### config.mk
export PLATFORM = sky130hd
export DESIGN_NAME = inst_stream_loader
export DESIGN_NICKNAME = d
export VERILOG_FILES = /design/src/rtl/loader_pkg.sv /design/src/rtl/byte_word_packer.sv /design/src/rtl/inst_stream_loader.sv
export SDC_FILE = /design/constraint.sdc
export NUM_CORES = 1
export LEC_CHECK = 0
export CAP_MARGIN = 40
export CORE_ASPECT_RATIO = 1.5
export CORE_MARGIN = 8
export CORE_UTILIZATION = 30
export CTS_BUF_LIST = sky130_fd_sc_hd__clkbuf_8
export DETAILED_ROUTE_END_ITERATION = 10
export GPL_TIMING_DRIVEN = 0
export SETUP_SLACK_MARGIN = 0.2
export SKIP_LAST_GASP = 1
export SLEW_MARGIN = 40
export SYNTH_ARGS = -nofsm -noshare
export SYNTH_HDL_FRONTEND = slang
export SYNTH_HIERARCHICAL = 1
export SYNTH_SLANG_ARGS = --single-unit
### constraint.sdc
create_clock -name clk -period 2.2 [get_ports clk]
set_input_delay 0.22 -clock clk [delete_from_list [all_inputs] [get_ports clk]]
set_output_delay 0.22 -clock clk [all_outputs]
set_load 0.02 [all_outputs]
### src/rtl/loader_pkg.sv
// Shared definitions for the instruction stream loader: controller states and
// word geometry used by both the top level and the byte packer.
package loader_pkg;

    typedef enum logic [1:0] {
        ST_IDLE    = 2'd0,
        ST_COLLECT = 2'd1,
        ST_WRITE   = 2'd2,
        ST_START   = 2'd3
    } state_t;

    localparam int BYTES_PER_WORD = 4;
    localparam int INST_W         = 32;

endpackage

### src/rtl/byte_word_packer.sv
// Little-endian byte lane shifter. Each accepted byte lands in lane byte_idx,
// the first byte of a word in [7:0]. word_done flags the byte that completes a
// word, and word already carries that byte in the same cycle so the caller can
// register the finished word at the accepting edge.
module byte_word_packer
    import loader_pkg::*;
(
    input  logic              clk,
    input  logic              rst_n,
    input  logic              clear,
    input  logic              shift_en,
    input  logic [7:0]        byte_data,
    output logic              word_done,
    output logic [INST_W-1:0] word
);

    logic [INST_W-1:0] lanes;
    logic [1:0]        byte_idx;

    // Lane storage and byte index; clear restarts the word at lane 0.
    always_ff @(posedge clk) begin
        if (!rst_n) begin
            lanes    <= '0;
            byte_idx <= '0;
        end else if (clear) begin
            lanes    <= '0;
            byte_idx <= '0;
        end else if (shift_en) begin
            lanes[{byte_idx, 3'b000} +: 8] <= byte_data;
            byte_idx                       <= byte_idx + 2'd1;
        end
    end

    // Present the word including the byte being accepted this cycle.
    always_comb begin
        word = lanes;
        if (shift_en) begin
            word[{byte_idx, 3'b000} +: 8] = byte_data;
        end
    end

    assign word_done = shift_en && (byte_idx == 2'(BYTES_PER_WORD - 1));

endmodule

### src/rtl/inst_stream_loader.sv
// Instruction-load bus master. Packs a valid/ready byte stream into 32-bit
// little-endian words, writes each word to instruction memory for one cycle,
// and pulses start after the requested number of words has been written.
//
// Byte handshake: a byte is transferred at a rising edge where byte_valid and
// byte_ready are both high; byte_ready is high only while collecting, the
// source may hold byte_valid low for any length of time, and byte_data only
// has to be stable while byte_valid is high.
module inst_stream_loader
    import loader_pkg::*;
#(
    parameter int                ADDR_W    = 32,
    parameter logic [ADDR_W-1:0] BASE_ADDR = '0,
    parameter logic [ADDR_W-1:0] ADDR_STEP = ADDR_W'(4),
    parameter int                MAX_WORDS = 1024,
    localparam int               LEN_W     = $clog2(MAX_WORDS + 1)
) (
    input  logic              clk,
    input  logic              rst_n,
    input  logic              load_req,
    input  logic [LEN_W-1:0]  load_words,
    input  logic              abort,
    input  logic              byte_valid,
    input  logic [7:0]        byte_data,
    output logic              byte_ready,
    output logic              enable_inst_in,
    output logic [ADDR_W-1:0] ADDRESS,
    output logic [INST_W-1:0] INSTRUCTION,
    output logic              start,
    output logic              busy,
    output logic              err_len
);

    state_t            state;
    logic [LEN_W-1:0]  count;
    logic [ADDR_W-1:0] cur_addr;
    logic              shift_en;
    logic              pack_clear;
    logic              word_done;
    logic [INST_W-1:0] word;
    logic              len_ok;

    // A byte is taken only while collecting, and an abort in the same cycle
    // wins over the byte. The packer is held cleared whenever idle so every
    // load starts at lane 0.
    assign shift_en   = (state == ST_COLLECT) && byte_ready && byte_valid && !abort;
    assign pack_clear = (state == ST_IDLE);
    assign len_ok     = (load_words != '0) && (load_words <= LEN_W'(MAX_WORDS));

    byte_word_packer u_packer (
        .clk       (clk),
        .rst_n     (rst_n),
        .clear     (pack_clear),
        .shift_en  (shift_en),
        .byte_data (byte_data),
        .word_done (word_done),
        .word      (word)
    );

    // Load controller with registered outputs; reset beats abort beats normal flow.
    always_ff @(posedge clk) begin
        if (!rst_n) begin
            state          <= ST_IDLE;
            count          <= '0;
            cur_addr       <= '0;
            byte_ready     <= 1'b0;
            enable_inst_in <= 1'b0;
            ADDRESS        <= '0;
            INSTRUCTION    <= '0;
            start          <= 1'b0;
            busy           <= 1'b0;
            err_len        <= 1'b0;
        end else begin
            err_len <= 1'b0;
            case (state)
                ST_IDLE: begin
                    if (load_req) begin
                        if (len_ok) begin
                            count      <= load_words;
                            cur_addr   <= BASE_ADDR;
                            busy       <= 1'b1;
                            byte_ready <= 1'b1;
                            state      <= ST_COLLECT;
                        end else begin
                            err_len <= 1'b1;
                        end
                    end
                end
                ST_COLLECT: begin
                    if (abort) begin
                        byte_ready <= 1'b0;
                        busy       <= 1'b0;
                        state      <= ST_IDLE;
                    end else if (word_done) begin
                        enable_inst_in <= 1'b1;
                        INSTRUCTION    <= word;
                        ADDRESS        <= cur_addr;
                        byte_ready     <= 1'b0;
                        state          <= ST_WRITE;
                    end
                end
                ST_WRITE: begin
                    // The write strobe has already been seen; an abort here
                    // only stops the remaining words.
                    enable_inst_in <= 1'b0;
                    count          <= count - LEN_W'(1);
                    if (abort) begin
                        busy  <= 1'b0;
                        state <= ST_IDLE;
                    end else if (count == LEN_W'(1)) begin
                        start <= 1'b1;
                        state <= ST_START;
                    end else begin
                        cur_addr   <= cur_addr + ADDR_STEP;
                        byte_ready <= 1'b1;
                        state      <= ST_COLLECT;
                    end
                end
                ST_START: begin
                    start <= 1'b0;
                    busy  <= 1'b0;
                    state <= ST_IDLE;
                end
                default: begin
                    state <= ST_IDLE;
                end
            endcase
        end
    end

endmodule

# ---- Yosys cells after proc, flatten, opt, wreduce, memory -nomap -nowiden
# Index checks and enable logic that the tools add are counted.
dict set report word_totals {
  ff_bits 148
  input_bits 24
  out_inout_bits 69
  word_cells 91
}
dict set report classes {
  addsub 4
  n_lt_le_gt_ge 1
  eq_ne 14
  shifts 2
  muxes 33
  bitwise 2
  reduce_logical 23
}
# op n
set op_table {}
lappend op_table {{32-bit two-way mux} 5}
lappend op_table {{32-bit case mux with 2 select lines} 1}
lappend op_table {{32-bit by 3-bit adder with 32-bit output, second input constant} 1}
lappend op_table {{32-bit bitwise mux} 1}
lappend op_table {{8-bit by 7-bit variable shift with 32-bit output, first input constant} 1}
lappend op_table {{8-bit by 7-bit indexed part select with 32-bit output} 1}
lappend op_table {{11-bit two-way mux} 2}
lappend op_table {{11-bit case mux with 2 select lines} 1}
lappend op_table {{3-bit AND reduction} 7}
lappend op_table {{1-bit two-way mux} 12}
lappend op_table {{2-bit two-way mux} 6}
lappend op_table {{11-bit by 1-bit == test with 1-bit output, second input constant} 1}
lappend op_table {{11-bit <= comparator, second input constant} 1}
lappend op_table {{11-bit nonzero test} 1}
lappend op_table {{11-bit by 1-bit subtractor with 11-bit output, second input constant} 1}
lappend op_table {{2-bit != test, second input constant} 5}
lappend op_table {{2-bit case mux with 4 select lines} 1}
lappend op_table {{5-bit negation with 7-bit output} 1}
lappend op_table {{2-bit == test, second input constant} 3}
lappend op_table {{2-bit by 1-bit != test with 1-bit output, second input constant} 3}
lappend op_table {{1-bit case mux with 3 select lines} 2}
lappend op_table {{6-bit AND reduction} 1}
lappend op_table {{2-bit nonzero test} 3}
lappend op_table {{1-bit logical AND} 5}
lappend op_table {{other kinds (10)} 13}

# ---- Longest topological paths before layout
dict set report depth {
  depth_word 8
  depth_mapped 12
  ltp_nobuf 10
}

# ---- Modules after synthesis
# Netlist, hierarchy kept.
# mod instances cells_per_inst area_each_um2
set by_module_without_submodules {}
lappend by_module_without_submodules {inst_stream_loader 1 640 5044.8}
lappend by_module_without_submodules {byte_word_packer 1 169 1650.3}

# ---- Worst setup path before layout
# OpenSTA, ideal clock, no wires.
dict set report synth_path {
  kind {register -> register}
  start {register state[1]}
  end {register ADDRESS[10]}
  setup_time_ns 0.070
  arrival_time_ns 2.197
  t_required_ns 2.130
  slack_ns -0.067
  stages_incl_launch_ff 13
  period_less_slack_ns 2.267
  path_cell_list {dfxtp_1 -> inv_1 -> ha_1 -> nor2b_1 -> and3_1 -> buf_2 -> nand2_2 -> inv_1 -> and2_1 -> clkbuf_1 -> clkbuf_1 -> nand2_1 -> a21oi_1}
}
dict set report synth_between {
  elab_chain_cells 6
}
# item line
set synth_rtl {}
lappend synth_rtl {{from (decl)} inst_stream_loader.sv:34} ;# state_t state;
lappend synth_rtl {{from (signal assigned)} inst_stream_loader.sv:63} ;# state <= ST_IDLE;
lappend synth_rtl {{from (signal assigned)} inst_stream_loader.sv:83} ;# state <= ST_COLLECT;
lappend synth_rtl {{from (signal assigned)} inst_stream_loader.sv:93} ;# state <= ST_IDLE;
lappend synth_rtl {{2-bit by 1-bit == test with 1-bit output} inst_stream_loader.sv:46} ;# assign shift_en = (state == ST_COLLECT) && byte_ready && byte_valid && !abort;
lappend synth_rtl {{1-bit logical AND (3 in series)} inst_stream_loader.sv:46}
lappend synth_rtl {{named net shift_en} inst_stream_loader.sv:37} ;# logic shift_en;
lappend synth_rtl {{1-bit logical AND} byte_word_packer.sv:42} ;# assign word_done = shift_en && (byte_idx == 2'(BYTES_PER_WORD - 1));
lappend synth_rtl {{named net word_done} inst_stream_loader.sv:39} ;# logic word_done;
lappend synth_rtl {{3-bit AND reduction (no line)} --}
lappend synth_rtl {{to (signal assigned)} inst_stream_loader.sv:97} ;# ADDRESS <= cur_addr;
lappend synth_rtl {{to (decl)} inst_stream_loader.sv:27} ;# output logic [ADDR_W-1:0] ADDRESS,
# The timed path passes the listed nets, and every way through them passes these cells.
# A chain may end at the register's enable or synchronous reset.

# ---- Worst setup path in the final report
dict set report layout_path {
  start {register state[0]}
  end {register cur_addr[23]}
}
dict set report layout_between {
  elab_chain_cells 3
  elab_cells_between_ends 9
  cone_classes {eq/ne: 5; mux: 1; reduce/logical: 3}
}
# item line
set layout_rtl {}
lappend layout_rtl {{2-bit logical NOT (*)} --}
lappend layout_rtl {{named net pack_clear} inst_stream_loader.sv:38} ;# logic pack_clear;
lappend layout_rtl {{2-bit by 1-bit != test with 1-bit output (no line), or another cell as far along} --}
lappend layout_rtl {{5-bit AND reduction (no line)} --}
lappend layout_rtl {{to (signal assigned)} inst_stream_loader.sv:114} ;# cur_addr <= cur_addr + ADDR_STEP;
lappend layout_rtl {{to (decl)} inst_stream_loader.sv:36} ;# logic [ADDR_W-1:0] cur_addr;
# Mark *: on every way through the listed nets, which the timed path passes. The rest lies on a longest branch.

==> impl_metrics.tcl <==
set metrics [dict create \
    synth_cell_types 73 \
    wl_met1_microns 8880 \
    routedWlPerCell_microns 18.6 \
    antenna_found_initial 0 \
    clock_skew_ps 26.1 \
    slew_headroom 0.478 \
    htree_levels 4 \
    layout_setup_ws_ps 96.9 \
    n_antenna_cell 0 \
    via_per_inst 5.33 \
    setup-violations-final 0 \
    worst_setup_path_start_kind "flop" \
    crit_required_ps 2540 \
    route.met2.wl_microns 12500 \
    pwr_density_cell_mw_per_mm2 566 \
    synthFlopType "dfxtp_1" \
    rsz0062_at_grt "true" \
    irDropWorstVdd_mv 0.386 \
    core_area_sq_mm 0.0221 \
    die_h_microns 199 \
    end_kind "flop" \
    ys_ff_latch 144 \
    grt_max_degree 17 \
    drive_gt1_frac 0.297 \
    start_util 0.303 \
    yosysMostFrequentCell "nand2_1" \
    antenna_left 0 \
    syn-mean-instance-area_sq_um 8.28 \
    hold-worst-slack_ps 180 \
    crit_fanout 6 \
    dpl.hpwl_microns 15900 \
    grt_overflow 0 \
    async_flop_share 0 \
    first_global_vias 6409 \
    yosys.area.top_type_share 0.431 \
    critical_path_class "reg -> reg" \
    stdcell_count 1262 \
    max_freq_ghz 0.475 \
    synth_top_cells_by_count "nand2_1 (167), dfxtp_1 (144), a21oi_1 (94)" \
    fin_crit_ps 2100 \
    cts_max_path_buffers 2 \
    die-width_microns 138 \
    drc 0 \
    yosysSeqAreaShare 0.431 \
    leakagePower_nw 4.06 \
    rrSetupSlack_ps 100 \
    synth_top_cell_by_area "dfxtp_1" \
    ios 93 \
    insertion_delay_ps 470 \
    hp-class "in -> reg" \
    track_usage 0.162 \
    outcome "finished clean" \
    cts_buffers 17 \
    cts_tree "done" \
    yosys_warnings 6 \
    dieArea_sq_mm 0.0275 \
    fillCellCount 2130 \
    final_hold_viol_count 0 \
    syn_area_sq_mm 0.00670 \
    drt_first_pass_iters 5 \
    syn_to_final_growth_pct 50.6 \
    dp_cells 1175 \
    synthCells 809 \
    maxCapViolations 0 \
    yosys-top-cells-area "dfxtp_1 (43%), nand2_1 (9.4%), a21oi_1 (7.0%), and3_1 (3.0%), ha_1 (2.4%)" \
    met3_wirelength_microns 1360 \
    pre_cts_slack_ps -594 \
    synth_edf_count 0 \
    clock-sinks 144 \
    clkTransAtPathRegs_ps 100 \
    fp-row-count 67 \
    postRouteWirelength_microns 23500 \
    grt_pass1_wl_microns 34700 \
    top_layer "met4" \
    fin_nets 1011 \
    portBuffers 89 \
    crit_arrival_ps 2440 \
    fin_crit_sh 0.956 \
    clockRootBuffer "clkbuf_8" \
    drtIter0Drc 362 \
    hold_buffers 0 \
    num_vias 6732 \
    worst_pin_slew_ps 783 \
    gp_congestion 0.855 \
    final_max_slew_viol_count 0 \
]
==> where the power goes <==
part           internal (mW)  switching [mW]  leakage [nW]  total [mW]
Combinational          0.363           0.438          2.69       0.801
Sequential              2.64          0.0442          1.17        2.68
Clock                   1.19            1.03         0.204        2.22
==> path summary, 6_finish.rpt <==
path              depth (start not counted)       startpoint              end
hold / removal                            4    load_words[6]         count[6]
setup / recovery                         10         state[0]     cur_addr[23]
hold reg to reg                           2  INSTRUCTION[15]  INSTRUCTION[15]
setup reg to reg                         10         state[0]     cur_addr[23]
==> worst max-delay path, stage by stage (launching register included) <==
cell      delay, ps
dfxtp_4         390
inv_4            50
ha_4            160
buf_8           120
nand3b_1        100
o21ba_4         180
nor3_4          380
buf_6           210
buf_6           120
nor4_2           40
a211o_1         220
==> layer usage <==
| metal | GRT usage | vias to the layer above |
|---|---|---|
| met5 | 0 | - |
| met4 | 0.0787 | 0 |
| met3 | 0.0326 | 65 |
| met2 | 0.292 | 234 |
| met1 | 0.175 | 3216 |
| li1 | - | 3217 |
==> sequential cells by signal, summed over array words and instances, names as in the netlist, 2 cells and up <==
name and cells:
ADDRESS 30, INSTRUCTION 32, count 11, cur_addr 30, state 2, u_packer/byte_idx 2, u_packer/lanes 32
==> through the flow <==
| step | total power [mW] | TNS, ps | area, sq um | utilization |
|---|---|---|---|---|
| after floorplan | 3.05 | 0 | 6750 | - |
| after global placement | 3.25 | -44260 | 7990 | 0.361 |
| after detailed placement | 3.25 | -44660 | 7990 | 0.361 |
| after CTS | 5.58 | 0 | 9020 | 0.407 |
| after global routing | 5.91 | 0 | 10100 | 0.456 |
| final | 5.70 | 0 | 10100 | 0.456 |
==> layout make-up <==
cell class                      count  area, sq um  share of cell area
Multi-Input combinational cell    590         4310               0.427
Sequential cell                   144         2900               0.288
Timing Repair Buffer              145         1490               0.148
Buffer                             56          534              0.0530
Tap cell                          276          345              0.0342
Clock buffer                       20          275              0.0273
Clock inverter                     11          139              0.0138
Inverter                           20         90.1             0.00893
==> cells by family after synthesis <==
kind of cell,after synthesis,share of synthesized area
flip-flops,144,0.431
XOR/XNOR,1,0.00131
AO/OA/AOI/OAI,202,0.201
buffers and inverters,76,0.0505
AND/OR/NAND/NOR,368,0.286
multiplexers,4,0.00598
other,1,0.000560
adder cells (fa/ha/maj),13,0.0243
==> what timing repair did <==
item,CTS,global route
setup buffers,20,22
gates resized for setup,105,200
cloned,3,11
endpoints found under the setup margin,135,129
pin swaps,17,88
==> cells in the final DEF, fill, tap and decap left out, types with 8 or more instances in the layout <==
cell type / netlist / layout
nand4_1: 11 / 11
nand2_1: 167 / 133
dfxtp_1: 144 / 136
clkbuf_2: 0 / 10
a21oi_2: 0 / 42
buf_6: 1 / 16
inv_1: 18 / 15
and3_1: 32 / 28
and2b_1: 8 / 8
buf_4: 7 / 41
a21oi_1: 94 / 52
clkdlybuf4s50_1: 0 / 82
and2_1: 12 / 10
clkbuf_1: 40 / 14
o21ai_1: 10 / 10
o31ai_1: 11 / 9
a22o_1: 13 / 12
buf_8: 1 / 15
nor2b_1: 20 / 18
clkbuf_8: 0 / 21
clkbuf_16: 0 / 9
nand2_4: 0 / 28
ha_1: 13 / 8
nand3_1: 23 / 19
nor2_1: 26 / 23
Note: power is estimated with default switching activity, not from simulation.
